<file path="config.mk">
export PLATFORM = sky130hd
export DESIGN_NAME = seq_detect_ctrl
export DESIGN_NICKNAME = d
export VERILOG_FILES = /design/src/rtl/seq_ctrl_pkg.sv /design/src/rtl/seq_match_core.sv /design/src/rtl/seq_detect_ctrl.sv
export SDC_FILE = /design/constraint.sdc
export NUM_CORES = 1
export LEC_CHECK = 0
export ABC_AREA = 1
export BUFFER_PORTS_ARGS = -buffer_cell sky130_fd_sc_hd__clkbuf_2
export CELL_PAD_IN_SITES_DETAIL_PLACEMENT = 0
export CELL_PAD_IN_SITES_GLOBAL_PLACEMENT = 1
export CORE_AREA = 2 2 113 115
export CTS_BUF_LIST = sky130_fd_sc_hd__clkbuf_8 sky130_fd_sc_hd__clkbuf_16
export CTS_CLUSTER_DIAMETER = 120
export DETAILED_ROUTE_END_ITERATION = 10
export DIE_AREA = 0 0 115 117
export PLACE_DENSITY_LB_ADDON = 0.3
export SLEW_MARGIN = 0
export SYNTH_ARGS = -nofsm -noshare
export SYNTH_HDL_FRONTEND = slang
export SYNTH_SLANG_ARGS = --single-unit
</file>
<file path="constraint.sdc">
create_clock -name clk -period 6.4 [get_ports clk]
set_input_delay 0 -clock clk [delete_from_list [all_inputs] [get_ports clk]]
set_output_delay 0 -clock clk [all_outputs]
set_load 0.02 [all_outputs]
</file>
<file path="src/rtl/seq_ctrl_pkg.sv">
// Shared types for the programmable sequence-detect controller:
// FSM state encoding and run status codes.
package seq_ctrl_pkg;

    typedef enum logic [1:0] {
        IDLE = 2'd0,
        ARM  = 2'd1,
        SCAN = 2'd2,
        DONE = 2'd3
    } state_t;

    localparam logic [1:0] ST_NONE    = 2'b00;
    localparam logic [1:0] ST_HIT     = 2'b01;
    localparam logic [1:0] ST_TIMEOUT = 2'b10;
    localparam logic [1:0] ST_ABORT   = 2'b11;

endpackage

</file>
<file path="src/rtl/seq_match_core.sv">
// History shift register, saturating fill counter and length-masked compare.
// SEQ_CTRL_OVERLAP_EN keeps fill after a match so matches may overlap.
module seq_match_core
    import seq_ctrl_pkg::*;
#(
    parameter int PAT_W = 8,
    parameter int LEN_W = $clog2(PAT_W + 1)
) (
    input  logic             clk,
    input  logic             rst_n,
    input  logic             clr,
    input  logic             shift_en,
    input  logic             a,
    input  logic [PAT_W-1:0] pattern,
    input  logic [LEN_W-1:0] len,
    output logic             hit
);

    localparam logic [LEN_W-1:0] FILL_MAX = LEN_W'(PAT_W);

    // Only PAT_W-1 past bits are stored; the newest bit of the window is a itself.
    logic [PAT_W-2:0] r_hist;
    logic [LEN_W-1:0] r_fill;

    logic [PAT_W-1:0] w_hist_next;
    logic [PAT_W-1:0] w_mask;
    logic [LEN_W-1:0] w_fill_next;
    logic             w_hit;

    assign w_hist_next = {r_hist, a};
    assign w_fill_next = (r_fill == FILL_MAX) ? r_fill : r_fill + LEN_W'(1);

    for (genvar gi = 0; gi < PAT_W; gi++) begin : g_mask
        assign w_mask[gi] = (LEN_W'(gi) < len);
    end

    assign w_hit = shift_en && (w_fill_next >= len)
                && (((w_hist_next ^ pattern) & w_mask) == '0);
    assign hit   = w_hit;

    always_ff @(posedge clk or negedge rst_n) begin
        if (!rst_n) begin
            r_hist <= '0;
            r_fill <= '0;
        end else if (clr) begin
            r_hist <= '0;
            r_fill <= '0;
        end else if (shift_en) begin
            r_hist <= w_hist_next[PAT_W-2:0];
`ifdef SEQ_CTRL_OVERLAP_EN
            r_fill <= w_fill_next;
`else
            r_fill <= w_hit ? '0 : w_fill_next;
`endif
        end
    end

endmodule

</file>
<file path="src/rtl/seq_detect_ctrl.sv">
// Controller: config handshake, IDLE/ARM/SCAN/DONE sequencing, run counters.
// Overlap behaviour selected by SEQ_CTRL_OVERLAP_EN inside seq_match_core.
module seq_detect_ctrl #(
    parameter int PAT_W = 8,
    parameter int CNT_W = 8,
    parameter int WIN_W = 16
) (
    input  logic                       clk,
    input  logic                       rst_n,
    input  logic                       cfg_valid,
    output logic                       cfg_ready,
    input  logic [PAT_W-1:0]           cfg_pattern,
    input  logic [$clog2(PAT_W+1)-1:0] cfg_len,
    input  logic [CNT_W-1:0]           cfg_limit,
    input  logic [WIN_W-1:0]           cfg_window,
    input  logic                       abort,
    input  logic                       a,
    input  logic                       a_valid,
    output logic                       match,
    output logic                       busy,
    output logic                       done,
    output logic [1:0]                 status,
    output logic [CNT_W-1:0]           match_cnt
);
    import seq_ctrl_pkg::*;

    localparam int               LEN_W   = $clog2(PAT_W + 1);
    localparam logic [LEN_W-1:0] LEN_MAX = LEN_W'(PAT_W);

    state_t           r_state;
    logic             r_cfg_ready;
    logic             r_busy;
    logic             r_done;
    logic             r_match;
    logic [1:0]       r_status;
    logic [CNT_W-1:0] r_match_cnt;
    logic [WIN_W-1:0] r_bit_cnt;
    logic [PAT_W-1:0] r_pattern;
    logic [LEN_W-1:0] r_len;
    logic [CNT_W-1:0] r_limit;
    logic [WIN_W-1:0] r_window;

    logic             w_accept;
    logic             w_shift;
    logic             w_hit;
    logic [LEN_W-1:0] w_len_clamped;
    logic [CNT_W-1:0] w_cnt_next;
    logic [WIN_W-1:0] w_bit_next;
    logic             w_limit_hit;
    logic             w_timeout;

    always_comb begin
        w_len_clamped = cfg_len;
        if (cfg_len == '0) begin
            w_len_clamped = LEN_W'(1);
        end else if (cfg_len > LEN_MAX) begin
            w_len_clamped = LEN_MAX;
        end
    end

    assign w_accept = cfg_valid && r_cfg_ready;
    // Abort wins over a same-cycle bit, so that bit never reaches the core.
    assign w_shift  = (r_state == SCAN) && a_valid && !abort;

    seq_match_core #(
        .PAT_W (PAT_W)
    ) u_core (
        .clk      (clk),
        .rst_n    (rst_n),
        .clr      (r_state == ARM),
        .shift_en (w_shift),
        .a        (a),
        .pattern  (r_pattern),
        .len      (r_len),
        .hit      (w_hit)
    );

    assign w_cnt_next  = (w_hit && !(&r_match_cnt)) ? r_match_cnt + CNT_W'(1) : r_match_cnt;
    assign w_bit_next  = r_bit_cnt + WIN_W'(1);
    assign w_limit_hit = (r_limit != '0) && (w_cnt_next == r_limit);
    assign w_timeout   = (r_window != '0) && (w_bit_next == r_window);

    always_ff @(posedge clk or negedge rst_n) begin
        if (!rst_n) begin
            r_state     <= IDLE;
            r_cfg_ready <= 1'b1;
            r_busy      <= 1'b0;
            r_done      <= 1'b0;
            r_match     <= 1'b0;
            r_status    <= ST_NONE;
            r_match_cnt <= '0;
            r_bit_cnt   <= '0;
            r_pattern   <= '0;
            r_len       <= '0;
            r_limit     <= '0;
            r_window    <= '0;
        end else begin
            r_match <= 1'b0;
            r_done  <= 1'b0;
            case (r_state)
                IDLE: begin
                    if (w_accept) begin
                        r_pattern   <= cfg_pattern;
                        r_len       <= w_len_clamped;
                        r_limit     <= cfg_limit;
                        r_window    <= cfg_window;
                        r_status    <= ST_NONE;
                        r_match_cnt <= '0;
                        r_cfg_ready <= 1'b0;
                        r_busy      <= 1'b1;
                        r_state     <= ARM;
                    end
                end
                ARM: begin
                    r_bit_cnt <= '0;
                    r_state   <= SCAN;
                end
                SCAN: begin
                    if (abort) begin
                        r_status <= ST_ABORT;
                        r_busy   <= 1'b0;
                        r_done   <= 1'b1;
                        r_state  <= DONE;
                    end else if (a_valid) begin
                        r_bit_cnt   <= w_bit_next;
                        r_match_cnt <= w_cnt_next;
                        r_match     <= w_hit;
                        // Hit outranks a timeout landing on the same bit.
                        if (w_limit_hit) begin
                            r_status <= ST_HIT;
                            r_busy   <= 1'b0;
                            r_done   <= 1'b1;
                            r_state  <= DONE;
                        end else if (w_timeout) begin
                            r_status <= ST_TIMEOUT;
                            r_busy   <= 1'b0;
                            r_done   <= 1'b1;
                            r_state  <= DONE;
                        end
                    end
                end
                DONE: begin
                    r_cfg_ready <= 1'b1;
                    r_state     <= IDLE;
                end
                default: begin
                    r_state <= IDLE;
                end
            endcase
        end
    end

    assign cfg_ready = r_cfg_ready;
    assign busy      = r_busy;
    assign done      = r_done;
    assign match     = r_match;
    assign status    = r_status;
    assign match_cnt = r_match_cnt;

endmodule

</file>
==> run_results.csv <==
group,metric,value,unit
floorplanning,ios,56,
critical_path,cp_slowest_cell,"dfrtp_1",
timing,drv_slew,0,
timing,max_freq,0.332,GHz
timing,hold_viol,0,
yosys,async_flop_share,100,%
drt,drt-vias-per-instance,4.94,
yosys,synth_top_area_share,40.9,%
critical_path,critPathKind,"reg -> reg",
clocking,cts_buffer_depth,2,
yosys,syn_nets,690,
layout,drive_above_1_share,15.7,%
critical_path,r2r-start,"u_core.r_fill[0]",
critical_path,worst-r2r-setup-slack,3.39,ns
drt,drt_iter0_markers,200,
grt,grt_pass1_wl,20.8,mm
grt,grt_pass1_vias,4389,
power_and_ir_drop,vdd_drop_max,0.228,mV
timing,fin_crit_sh,47.0,%
yosys,synth_cell_types,38,
min_path,hp-start,"abort",
yosys,yosys.area.top_type,"dfrtp_1",
floorplanning,fp-row-count,41,
timing,finalCriticalPeriod,3.01,ns
clocking,clock_latency,0.35,ns
critical_path,reg2regPathDepth,24,
yosys,ys_ff_latch,79,
drt,drc,0,
drt,routedWlPerCell,13.8,um
grt,grt_antenna_before_repair,0,
min_path,hold_path.class,"in -> reg",
critical_path,crit_required,6.63,ns
timing,setup_viol,0,
layout,n_antenna_cell,0,
layout,syn_to_final_growth,24.3,%
grt,grt.overflow.total,0,
floorplanning,core,0.0123,sq mm
placed_design,placed_cells,834,
clocking,htreeDepth,3,
floorplanning,start_util,38.8,%
yosys,synth_top_family_by_area,"simple AND/OR/NAND/NOR gates",
floorplanning,die-area,0.0135,sq mm
layout,final_nets,790,
clocking,cts.clk_slew.worst_paths,0.07,ns
placed_design,dp_slack,3.42,ns
yosys,netlist_top_cells_area,"dfrtp_1, nand2_1, inv_1",
drt,drt-pass1-iter-count,5,
run_status,status,"completed",
yosys,synth-edff-count,0,
yosys,avgSynthCellArea,7.51,sq um
job,drv_cap,0,
layout,fillers,1236,
yosys,muxShareOfSynthArea,0,%
timing,tns,0,ns
critical_path,cp-end-kind,"register",
timing,layout_setup_ws,3.39,ns
yosys,syn-instance-count,635,
placed_design,dp.final_hpwl,8.81,mm
critical_path,crit_path_start_kind,"register",
critical_path,arrival,3.24,ns
layout,fin_util,48.2,%
yosys,synth_most_common_cell,"nand2_1",
critical_path,cpMostUsedCell,"nand2_1",
placed_design,io_buffers,55,
clocking,cts_buffers,9,
critical_path,max_stage_delay,0.40,ns
yosys,synth-warning-count,0,
yosys,synthAdderAreaFrac,3.41,%
critical_path,worst_path_dominant_cell_family,"simple AND/OR/NAND/NOR gates",
power_and_ir_drop,pwr_density_cell,186,mW/mm^2
clocking,clockRootBuffer,"clkbuf_16",
timing,maxSlewHeadroom,55.6,%
yosys,synth_commonest_cells,"nand2_1, inv_1, dfrtp_1, nand3_1, o21ai_0",
critical_path,crit_buf_inv,2,
floorplanning,dieWidth,115,um
drt,routed_wl,12.2,mm
yosys,synthSimpleGateAreaFrac,32.4,%
critical_path,crit_chain,"inv_1 > ha_1 > nand3_1 > xor2_1 > ha_1 > inv_1 > nand2_1 > nand2_1 > nand2_1 > nand2_1 > nand2_1 > nand3_1 > nor2_8 > nand3_2 > nand2_2 > nand2_1 > nand2_1 > nand2_1 > nor2_2 > nand3_2 > nand3_4 > nand3_2 > nand2_1 > nand2_1",
min_path,worstHoldEndpoint,"done",
yosys,synth_area,0.00477,sq mm
placed_design,gp_congestion,0.825,
critical_path,path_max_fanout,8,
floorplanning,die_y,117,um
drt,via_count,4396,
clocking,cts_resized,0,
clocking,cts_tree,"yes",
yosys,synth-xor-area-share,3.12,%
min_path,holdPathStages,5,
timing,skew,0.00882,ns
timing,grt_setup_unrepaired,"no",
layout,fin_cells,890,
timing,tightest_slew,0.664,ns
critical_path,rr_endpoint,"status[1]",
yosys,synthFlopType,"dfrtp_1",
drt,ant_nets,0,
clocking,cts_sinks,79,
grt,grt_usage,19.8,%
yosys,synth-seq-area-share,41.5,%
yosys,synth_compound_area_share,10.9,%
power_and_ir_drop,leakage,0.00311,uW
grt,grt_max_degree,43,
worst reg2reg max path: cells and delay by family (launching register included):
family,cells,cell delay [ns]
buffers and inverters,2,0.15
adder cells (fa/ha/maj),2,0.45
flip-flops,1,0.40
XOR/XNOR,1,0.17
AND/OR/NAND/NOR,19,1.70
sequential cells by signal (all words and copies together), names as in the netlist:
name,cells
r_len,4
match_cnt,8
u_core.r_hist,7
r_window,16
r_pattern,8
done,1
status,2
r_state,2
u_core.r_fill,4
r_limit,8
cfg_ready,1
busy,1
match,1
r_bit_cnt,16
report_power, final:
part	leakage [uW]	switching [uW]	internal, uW
Clock	0.000145	220	303
Sequential	0.000934	6.13	505
Combinational	0.00203	33.5	34.2
placed cells by master (no fill, tap or decap), types with 2 or more instances in the layout:
cell             n
nand2_1        192
nor2_8           3
nor2_1          37
nand3_4          2
xor2_1          13
nor4_1           3
buf_4            5
nand2_4          3
nor2_2           3
nand3_1         43
nand3b_1         4
inv_1           96
ha_1            13
or2_2            4
o22ai_1         30
nand4_1         12
dlygate4sd3_1   40
xnor2_1          4
o21ai_0         41
a21oi_1         10
dfrtp_1         78
clkinvlp_4       2
inv_2            6
clkbuf_2        54
clkbuf_16        9
nand2_2          6
nand3_2          9
layout make-up:
| cell class | instances | area [sq um] | area share (%) |
|---|---|---|---|
| Clock inverter | 7 | 73.8 | 1.25 |
| Clock buffer | 9 | 225 | 3.80 |
| Inverter | 101 | 379 | 6.40 |
| Timing Repair Buffer | 99 | 708 | 11.9 |
| Multi-Input combinational cell | 445 | 2380 | 40.1 |
| Tap cell | 150 | 188 | 3.17 |
| Sequential cell | 79 | 1980 | 33.4 |
worst max path at each step:
stage | slack [ns] | depth (start not counted) | end | start
6_report | 3.39 | 24 | status[1] | u_core.r_fill[0]
5_1_grt | 3.06 | 24 | status[1] | u_core.r_fill[0]
4_1_cts | 3.40 | 24 | status[1] | u_core.r_fill[0]
3_5_place_dp | 3.42 | 24 | status[1] | u_core.r_fill[0]
3_3_place_gp | 3.51 | 24 | status[1] | u_core.r_fill[0]
2_1_floorplan | 3.68 | 21 | status[0] | u_core.r_fill[0]
cell families (layout without fill, tap and decap cells):
| family | after synthesis | count (layout) |
|---|---|---|
| xor+xnor | 17 | 17 |
| compound gates | 90 | 90 |
| buf+inv | 111 | 216 |
| flops | 79 | 79 |
| fa+ha+maj | 13 | 13 |
| simple gates | 325 | 325 |
timing repair:
| action | CTS | global route |
|---|---|---|
| hold endpoints to repair | 74 | 0 |
| hold buffers | 40 | 0 |
| buffers inserted | 0 | 0 |
per-layer routing:
metal	share of wire, %	track usage, %
met1	46	25.3
met2	48	33.2
met3	3.8	5.05
met4	1.5	6.02
met5	0	0
metrics by stage:
step	total power (uW)	cell area [sq um]	hold WS, ns
after CTS	1120	5930	0.0728
final	1100	5930	0.0802
after global placement	569	5230	0.0113
after floorplan	540	4770	-0.296
after detailed placement	570	5230	0.0193
after global routing	1150	5930	0.0800
(Power assumes the default switching activity.)
